<file path="src/rtl/vend_pkg.sv">
// Shared vending definitions: payout states, fault codes,
// coin values and the item-ordering helper.
package vend_pkg;

  typedef enum logic [3:0] {
    ST_IDLE,
    ST_CANDY_DRV,
    ST_CANDY_WAIT,
    ST_OBEG_DRV,
    ST_OBEG_WAIT,
    ST_BEG_DRV,
    ST_BEG_WAIT,
    ST_DONE,
    ST_FAULT
  } pay_state_t;

  localparam logic [1:0] FC_NONE  = 2'd0;
  localparam logic [1:0] FC_CANDY = 2'd1;
  localparam logic [1:0] FC_OBEG  = 2'd2;
  localparam logic [1:0] FC_BEG   = 2'd3;

  localparam int BEG_VALUE  = 1;
  localparam int OBEG_VALUE = 5;

  // First channel still owed, in candy/obeg/beg order.
  function automatic pay_state_t first_item(
    input logic candy,
    input logic obeg,
    input logic beg_nz
  );
    pay_state_t s;
    if (candy)
      s = ST_CANDY_DRV;
    else if (obeg)
      s = ST_OBEG_DRV;
    else if (beg_nz)
      s = ST_BEG_DRV;
    else
      s = ST_DONE;
    return s;
  endfunction

endpackage

</file>
<file path="src/rtl/payout_sequencer_timer.sv">
// Shared drive-pulse and ack-timeout counters used by
// every payout channel, one item at a time.
module actuator_timer #(
  parameter int PULSE_CYCLES   = 4,
  parameter int TIMEOUT_CYCLES = 1000
) (
  input  logic clk,
  input  logic reset,
  input  logic start,
  input  logic wait_run,
  output logic pulse_active,
  output logic expired
);

  localparam int PW = $clog2(PULSE_CYCLES + 1);
  localparam int TW = $clog2(TIMEOUT_CYCLES + 1);

  localparam logic [PW-1:0] P_LOAD =
    PW'(PULSE_CYCLES - 1);
  localparam logic [TW-1:0] T_LAST =
    TW'(TIMEOUT_CYCLES - 1);

  logic [PW-1:0] pulse_cnt;
  logic [TW-1:0] wait_cnt;

  // Pulse counter: loaded on start, runs down to zero;
  // the drive lasts while it counts plus its zero cycle.
  always_ff @(posedge clk or posedge reset) begin
    if (reset)
      pulse_cnt <= '0;
    else if (start)
      pulse_cnt <= P_LOAD;
    else if (pulse_cnt != '0)
      pulse_cnt <= pulse_cnt - 1'b1;
  end

  // Wait counter: held clear except while waiting for ack.
  always_ff @(posedge clk or posedge reset) begin
    if (reset)
      wait_cnt <= '0;
    else if (start || !wait_run)
      wait_cnt <= '0;
    else if (wait_cnt != T_LAST)
      wait_cnt <= wait_cnt + 1'b1;
  end

  assign pulse_active = (pulse_cnt != '0);
  assign expired      = wait_run && (wait_cnt == T_LAST);

endmodule

</file>
<file path="src/rtl/payout_sequencer.sv">
// Payout sequencer: drives candy, obeg and beg actuators
// one item at a time with ack wait, retry and fault.
module payout_sequencer
  import vend_pkg::*;
#(
  parameter int PULSE_CYCLES   = 4,
  parameter int TIMEOUT_CYCLES = 1000,
  parameter int MAX_RETRY      = 2,
  parameter int CNT_W          = 3
) (
  input  logic             clk,
  input  logic             reset,
  input  logic             req,
  input  logic             candy_req,
  input  logic [CNT_W-1:0] beg_n,
  input  logic             obeg_n,
  input  logic             candy_ack,
  input  logic             obeg_ack,
  input  logic             beg_ack,
  output logic             ready,
  output logic             candy_drv,
  output logic             obeg_drv,
  output logic             beg_drv,
  output logic             done,
  output logic             fault,
  output logic [1:0]       fault_code,
  output logic [CNT_W-1:0] paid_beg,
  output logic             paid_obeg
);

  localparam int RW =
    (MAX_RETRY < 1) ? 1 : $clog2(MAX_RETRY + 1);
  localparam logic [RW-1:0] R_MAX = RW'(MAX_RETRY);

  pay_state_t state;
  pay_state_t state_d;

  logic             rem_candy;
  logic             rem_obeg;
  logic [CNT_W-1:0] rem_beg;
  logic [RW-1:0]    retry;
  logic             ack_pend;

  logic       accept;
  logic       complete;
  logic       retry_inc;
  logic       fault_set;
  logic [1:0] code_d;

  logic in_candy;
  logic in_obeg;
  logic in_beg;
  logic in_drv;
  logic in_wait;
  logic cur_ack;
  logic got_ack;
  logic can_retry;
  logic timer_start;
  logic pulse_active;
  logic expired;

  assign in_candy = (state == ST_CANDY_DRV) ||
                    (state == ST_CANDY_WAIT);
  assign in_obeg  = (state == ST_OBEG_DRV) ||
                    (state == ST_OBEG_WAIT);
  assign in_beg   = (state == ST_BEG_DRV) ||
                    (state == ST_BEG_WAIT);
  assign in_drv   = (state == ST_CANDY_DRV) ||
                    (state == ST_OBEG_DRV) ||
                    (state == ST_BEG_DRV);
  assign in_wait  = (state == ST_CANDY_WAIT) ||
                    (state == ST_OBEG_WAIT) ||
                    (state == ST_BEG_WAIT);

  // Only the ack of the channel being served is heard.
  always_comb begin
    cur_ack = 1'b0;
    unique case (1'b1)
      in_candy: cur_ack = candy_ack;
      in_obeg:  cur_ack = obeg_ack;
      in_beg:   cur_ack = beg_ack;
      default:  cur_ack = 1'b0;
    endcase
  end

  assign got_ack   = cur_ack || ack_pend;
  assign can_retry = (retry < R_MAX);

  // Next state and per-cycle control strobes.
  always_comb begin
    state_d   = state;
    accept    = 1'b0;
    complete  = 1'b0;
    retry_inc = 1'b0;
    fault_set = 1'b0;
    code_d    = FC_NONE;
    unique case (state)
      ST_IDLE: begin
        if (req) begin
          accept  = 1'b1;
          state_d = first_item(candy_req, obeg_n,
                               beg_n != '0);
        end
      end
      ST_CANDY_DRV: begin
        if (!pulse_active)
          state_d = ST_CANDY_WAIT;
      end
      ST_OBEG_DRV: begin
        if (!pulse_active)
          state_d = ST_OBEG_WAIT;
      end
      ST_BEG_DRV: begin
        if (!pulse_active)
          state_d = ST_BEG_WAIT;
      end
      ST_CANDY_WAIT: begin
        if (got_ack) begin
          complete = 1'b1;
          state_d  = first_item(1'b0, rem_obeg,
                                rem_beg != '0);
        end else if (expired) begin
          if (can_retry) begin
            retry_inc = 1'b1;
            state_d   = ST_CANDY_DRV;
          end else begin
            fault_set = 1'b1;
            code_d    = FC_CANDY;
            state_d   = ST_FAULT;
          end
        end
      end
      ST_OBEG_WAIT: begin
        if (got_ack) begin
          complete = 1'b1;
          state_d  = first_item(1'b0, 1'b0,
                                rem_beg != '0);
        end else if (expired) begin
          if (can_retry) begin
            retry_inc = 1'b1;
            state_d   = ST_OBEG_DRV;
          end else begin
            fault_set = 1'b1;
            code_d    = FC_OBEG;
            state_d   = ST_FAULT;
          end
        end
      end
      ST_BEG_WAIT: begin
        if (got_ack) begin
          complete = 1'b1;
          if (rem_beg > CNT_W'(1))
            state_d = ST_BEG_DRV;
          else
            state_d = ST_DONE;
        end else if (expired) begin
          if (can_retry) begin
            retry_inc = 1'b1;
            state_d   = ST_BEG_DRV;
          end else begin
            fault_set = 1'b1;
            code_d    = FC_BEG;
            state_d   = ST_FAULT;
          end
        end
      end
      ST_DONE:  state_d = ST_IDLE;
      ST_FAULT: state_d = ST_IDLE;
      default:  state_d = ST_IDLE;
    endcase
  end

  // A drive pulse begins whenever a drive state is entered.
  assign timer_start =
    (state_d != state) &&
    ((state_d == ST_CANDY_DRV) ||
     (state_d == ST_OBEG_DRV) ||
     (state_d == ST_BEG_DRV));

  actuator_timer #(
    .PULSE_CYCLES   (PULSE_CYCLES),
    .TIMEOUT_CYCLES (TIMEOUT_CYCLES)
  ) u_timer (
    .clk          (clk),
    .reset        (reset),
    .start        (timer_start),
    .wait_run     (in_wait),
    .pulse_active (pulse_active),
    .expired      (expired)
  );

  // State register.
  always_ff @(posedge clk or posedge reset) begin
    if (reset)
      state <= ST_IDLE;
    else
      state <= state_d;
  end

  // Early ack seen mid-pulse, completed on the first wait cycle.
  always_ff @(posedge clk or posedge reset) begin
    if (reset)
      ack_pend <= 1'b0;
    else if (timer_start || complete)
      ack_pend <= 1'b0;
    else if (in_drv && cur_ack)
      ack_pend <= 1'b1;
  end

  // Remaining items, paid counts, retries and sticky fault.
  always_ff @(posedge clk or posedge reset) begin
    if (reset) begin
      rem_candy  <= 1'b0;
      rem_obeg   <= 1'b0;
      rem_beg    <= '0;
      retry      <= '0;
      paid_beg   <= '0;
      paid_obeg  <= 1'b0;
      fault      <= 1'b0;
      fault_code <= FC_NONE;
    end else begin
      if (accept) begin
        rem_candy  <= candy_req;
        rem_obeg   <= obeg_n;
        rem_beg    <= beg_n;
        retry      <= '0;
        paid_beg   <= '0;
        paid_obeg  <= 1'b0;
        fault      <= 1'b0;
        fault_code <= FC_NONE;
      end
      if (complete) begin
        retry <= '0;
        unique case (1'b1)
          in_candy: rem_candy <= 1'b0;
          in_obeg: begin
            rem_obeg  <= 1'b0;
            paid_obeg <= 1'b1;
          end
          in_beg: begin
            if (rem_beg != '0)
              rem_beg <= rem_beg - 1'b1;
            paid_beg <= paid_beg + 1'b1;
          end
          default: ;
        endcase
      end else if (retry_inc) begin
        retry <= retry + 1'b1;
      end
      if (fault_set) begin
        fault      <= 1'b1;
        fault_code <= code_d;
      end
    end
  end

  assign ready     = (state == ST_IDLE);
  assign done      = (state == ST_DONE);
  assign candy_drv = (state == ST_CANDY_DRV);
  assign obeg_drv  = (state == ST_OBEG_DRV);
  assign beg_drv   = (state == ST_BEG_DRV);

endmodule

</file>
<file path="config.mk">
export PLATFORM = sky130hd
export DESIGN_NAME = payout_sequencer
export DESIGN_NICKNAME = d
export VERILOG_FILES = /design/src/rtl/vend_pkg.sv /design/src/rtl/payout_sequencer_timer.sv /design/src/rtl/payout_sequencer.sv
export SDC_FILE = /design/constraint.sdc
export NUM_CORES = 1
export LEC_CHECK = 0
export CORE_ASPECT_RATIO = 0.75
export CORE_UTILIZATION = 56
export CTS_CLUSTER_DIAMETER = 200
export CTS_CLUSTER_SIZE = 24
export DETAILED_ROUTE_END_ITERATION = 10
export PLACE_DENSITY_LB_ADDON = 0.25
export SYNTH_ARGS = -nofsm -noshare
export SYNTH_HDL_FRONTEND = slang
export SYNTH_SLANG_ARGS = --single-unit
</file>
<file path="constraint.sdc">
create_clock -name clk -period 2.85 [get_ports clk]
set_input_delay 0.57 -clock clk [delete_from_list [all_inputs] [get_ports clk]]
set_output_delay 0.57 -clock clk [all_outputs]
set_load 0.02 [all_outputs]
</file>
==> impl_metrics.tcl <==
set metrics [dict create \
    cts_tree "done" \
    num_vias 1624 \
    netSwitchingPower_uw 878 \
    startpoint "state[0]" \
    synthFlopType "dfrtp_1" \
    drive_above_1_share_pct 11.1 \
    p_comb_share_pct 50.6 \
    place_ws_ps 99.9 \
    synth.avg_cell_area_sq_um 9.46 \
    io_pins 23 \
    holdBufCountCts 0 \
    r2r_end "u_timer.pulse_cnt[1]" \
    hpwl_um 3340 \
    dieHeight_um 53.1 \
    syn-instance-count 206 \
    first_pass_iters 4 \
    endpoint_kind "output port" \
    clockPowerShare_pct 16.2 \
    clk_pin_slew_worst_paths_ps 70 \
    synth.cell_area_sq_mm 0.00195 \
    finalSetupTns_ps 0 \
    syn_nets 223 \
    ys_ff_latch 31 \
    start_kind "flop" \
    p_int_mw 1.15 \
    nets 250 \
    synthTopCellsByArea "dfrtp_1 (40%), nand2_1 (5.6%), mux2i_1 (5.1%)" \
    cp.arrival_ps 1990 \
    p_leak_nw 0.976 \
    worstPathMaxFanout 11 \
    drc 0 \
    first_iter_violations 150 \
    root_buffer "clkbuf_8" \
    drv_cap 0 \
    numCtsBuffers 5 \
    crit_end "ready" \
    rr_worst_depth 6 \
    yosysMostFrequentCell "dfrtp_1" \
    portBuffers 22 \
    grt_pass1_vias 1570 \
    post_cts_buffers 0 \
    dieArea_sq_mm 0.00372 \
    grt-ovfl-total 0 \
    grt_pass1_wl_um 7210 \
    slew_headroom_pct 64.2 \
    slew_viol_final 0 \
    cp.required_ps 2280 \
    fin_crit_ps 2560 \
    worst_slack_ps 286 \
    yosys.area.top_type "dfrtp_1" \
    synth_top_area_share_pct 39.8 \
    grt_max_degree 32 \
    cts_buffer_depth 2 \
    clk-insertion-delay-late_ps 290 \
    reg2reg_slack_ps 370 \
    timing.final.crit_share_pct 90.0 \
    initial_core_util_pct 58.8 \
    track_usage_pct 25.9 \
    status "completed" \
    rows 18 \
    synth_edf_count 0 \
    hold_class "reg2reg" \
    synthArstFlopShare_pct 100 \
    max_freq_ghz 0.390 \
    die_w_um 70.1 \
    ys_types 49 \
    worst_pin_slew_ps 537 \
    cts.htree.levels 2 \
    finalSetupViolCount 0 \
    drtAntennaViolNets 0 \
    yosys_warnings 0 \
    gp_congestion 0.864 \
    seq_power_share_pct 33.1 \
    path_class "reg2out" \
    syn_to_final_growth_pct 18.1 \
    ctsResizeCount 0 \
    clock_skew_ps 5.94 \
    seq_area_frac_synth_pct 39.8 \
    ir_drop_mv 0.401 \
    p_sw_share_pct 43.3 \
    clkSinkCount 31 \
    rr_startpoint "state[1]" \
    wl_per_cell_um 16.0 \
    power_density_mw_per_mm2 882 \
    antennaDiodeCount 0 \
    rsz0062_at_grt "false" \
    wirelength_um 4390 \
    viasPerCell 5.93 \
    antenna_found_initial 0 \
    core_sq_mm 0.00331 \
    synthTopCellsByCount "dfrtp_1 (31), nand2_1 (29), nor2_1 (18)" \
    hold_viol_final 0 \
]
## kinds of logic after synthesis
kind of cell    count (synthesis)  synth area share (%)
simple gates                   91                  25.8
compound gates                 37                  14.5
flops                          31                  39.8
buf+inv                        19                  4.75
mux                            13                  6.87
xor+xnor                        9                  4.43
fa+ha+maj                       6                  3.85
## area by class of cell
cell class,count,area (sq um)
Clock buffer,7,76.3
Timing Repair Buffer,30,280
Inverter,9,33.8
Multi-Input combinational cell,156,1080
Fill cell,263,1010
Tap cell,40,50.0
Clock inverter,1,5.00
Sequential cell,31,776
## through the flow
stage	instance area [sq um]	cells	power (mW)	hold slack, ps	util [%]
2_1_floorplan	1950	206	1.41	474	-
3_3_place_gp	2220	266	1.65	467	67.0
3_5_place_dp	2220	266	1.70	477	67.0
4_1_cts	2300	274	2.03	486	69.5
5_1_grt	2300	274	2.17	499	69.5
6_report	2300	274	2.03	478	69.5
## layout by cell type (no fill, tap or decap), drive strengths merged, types with 8 or more instances in the layout
cell type and n:
clkdlybuf4s50 22, inv 9, buf 8, nor2 20
o21ai 8, mux2i 10, nand2 29, nor4 10
dfrtp 31, nor3 8
## layer usage
| metal | global-route usage (%) | vias to the layer above | wire, um |
|---|---|---|---|
| li1 | - | 787 | - |
| met1 | 34.4 | 770 | 2010 |
| met2 | 42.3 | 57 | 2030 |
| met3 | 5.71 | 10 | 289 |
| met4 | 9.00 | 0 | 55 |
| met5 | 0 | - | 0 |
## critical path, stage by stage, from the launching register on
cell	delay, ps
dfrtp_1	570
nor4_2	440
clkdlybuf4s50_1	680
## power groups by stage
| stage | clock (mW) | combinational, mW | sequential (mW) |
|---|---|---|---|
| 4_1_cts | 0.334 | 1.03 | 0.669 |
| 2_1_floorplan | 0 | 0.795 | 0.620 |
| 3_5_place_dp | 0 | 1.02 | 0.677 |
| 3_3_place_gp | 0 | 0.982 | 0.668 |
| 5_1_grt | 0.355 | 1.13 | 0.689 |
| 6_report | 0.329 | 1.03 | 0.673 |
## worst min-delay path by stage
stage	from	to	slack, ps	depth (start not counted)
6_report	paid_beg[2]	paid_beg[2]	480	1
3_5_place_dp	paid_beg[2]	paid_beg[2]	480	1
4_1_cts	paid_beg[2]	paid_beg[2]	490	1
2_1_floorplan	retry[0]	retry[1]	470	1
3_3_place_gp	fault	fault	470	2
5_1_grt	paid_beg[2]	paid_beg[2]	500	1
## sequential cells by signal, summed over array words and instances (netlist names)
register	count
paid_obeg	1
state	4
fault	1
rem_obeg	1
fault_code	2
ack_pend	1
rem_beg	3
retry	2
u_timer.pulse_cnt	3
u_timer.wait_cnt	10
paid_beg	3
Power figures use the tool's default switching activity.
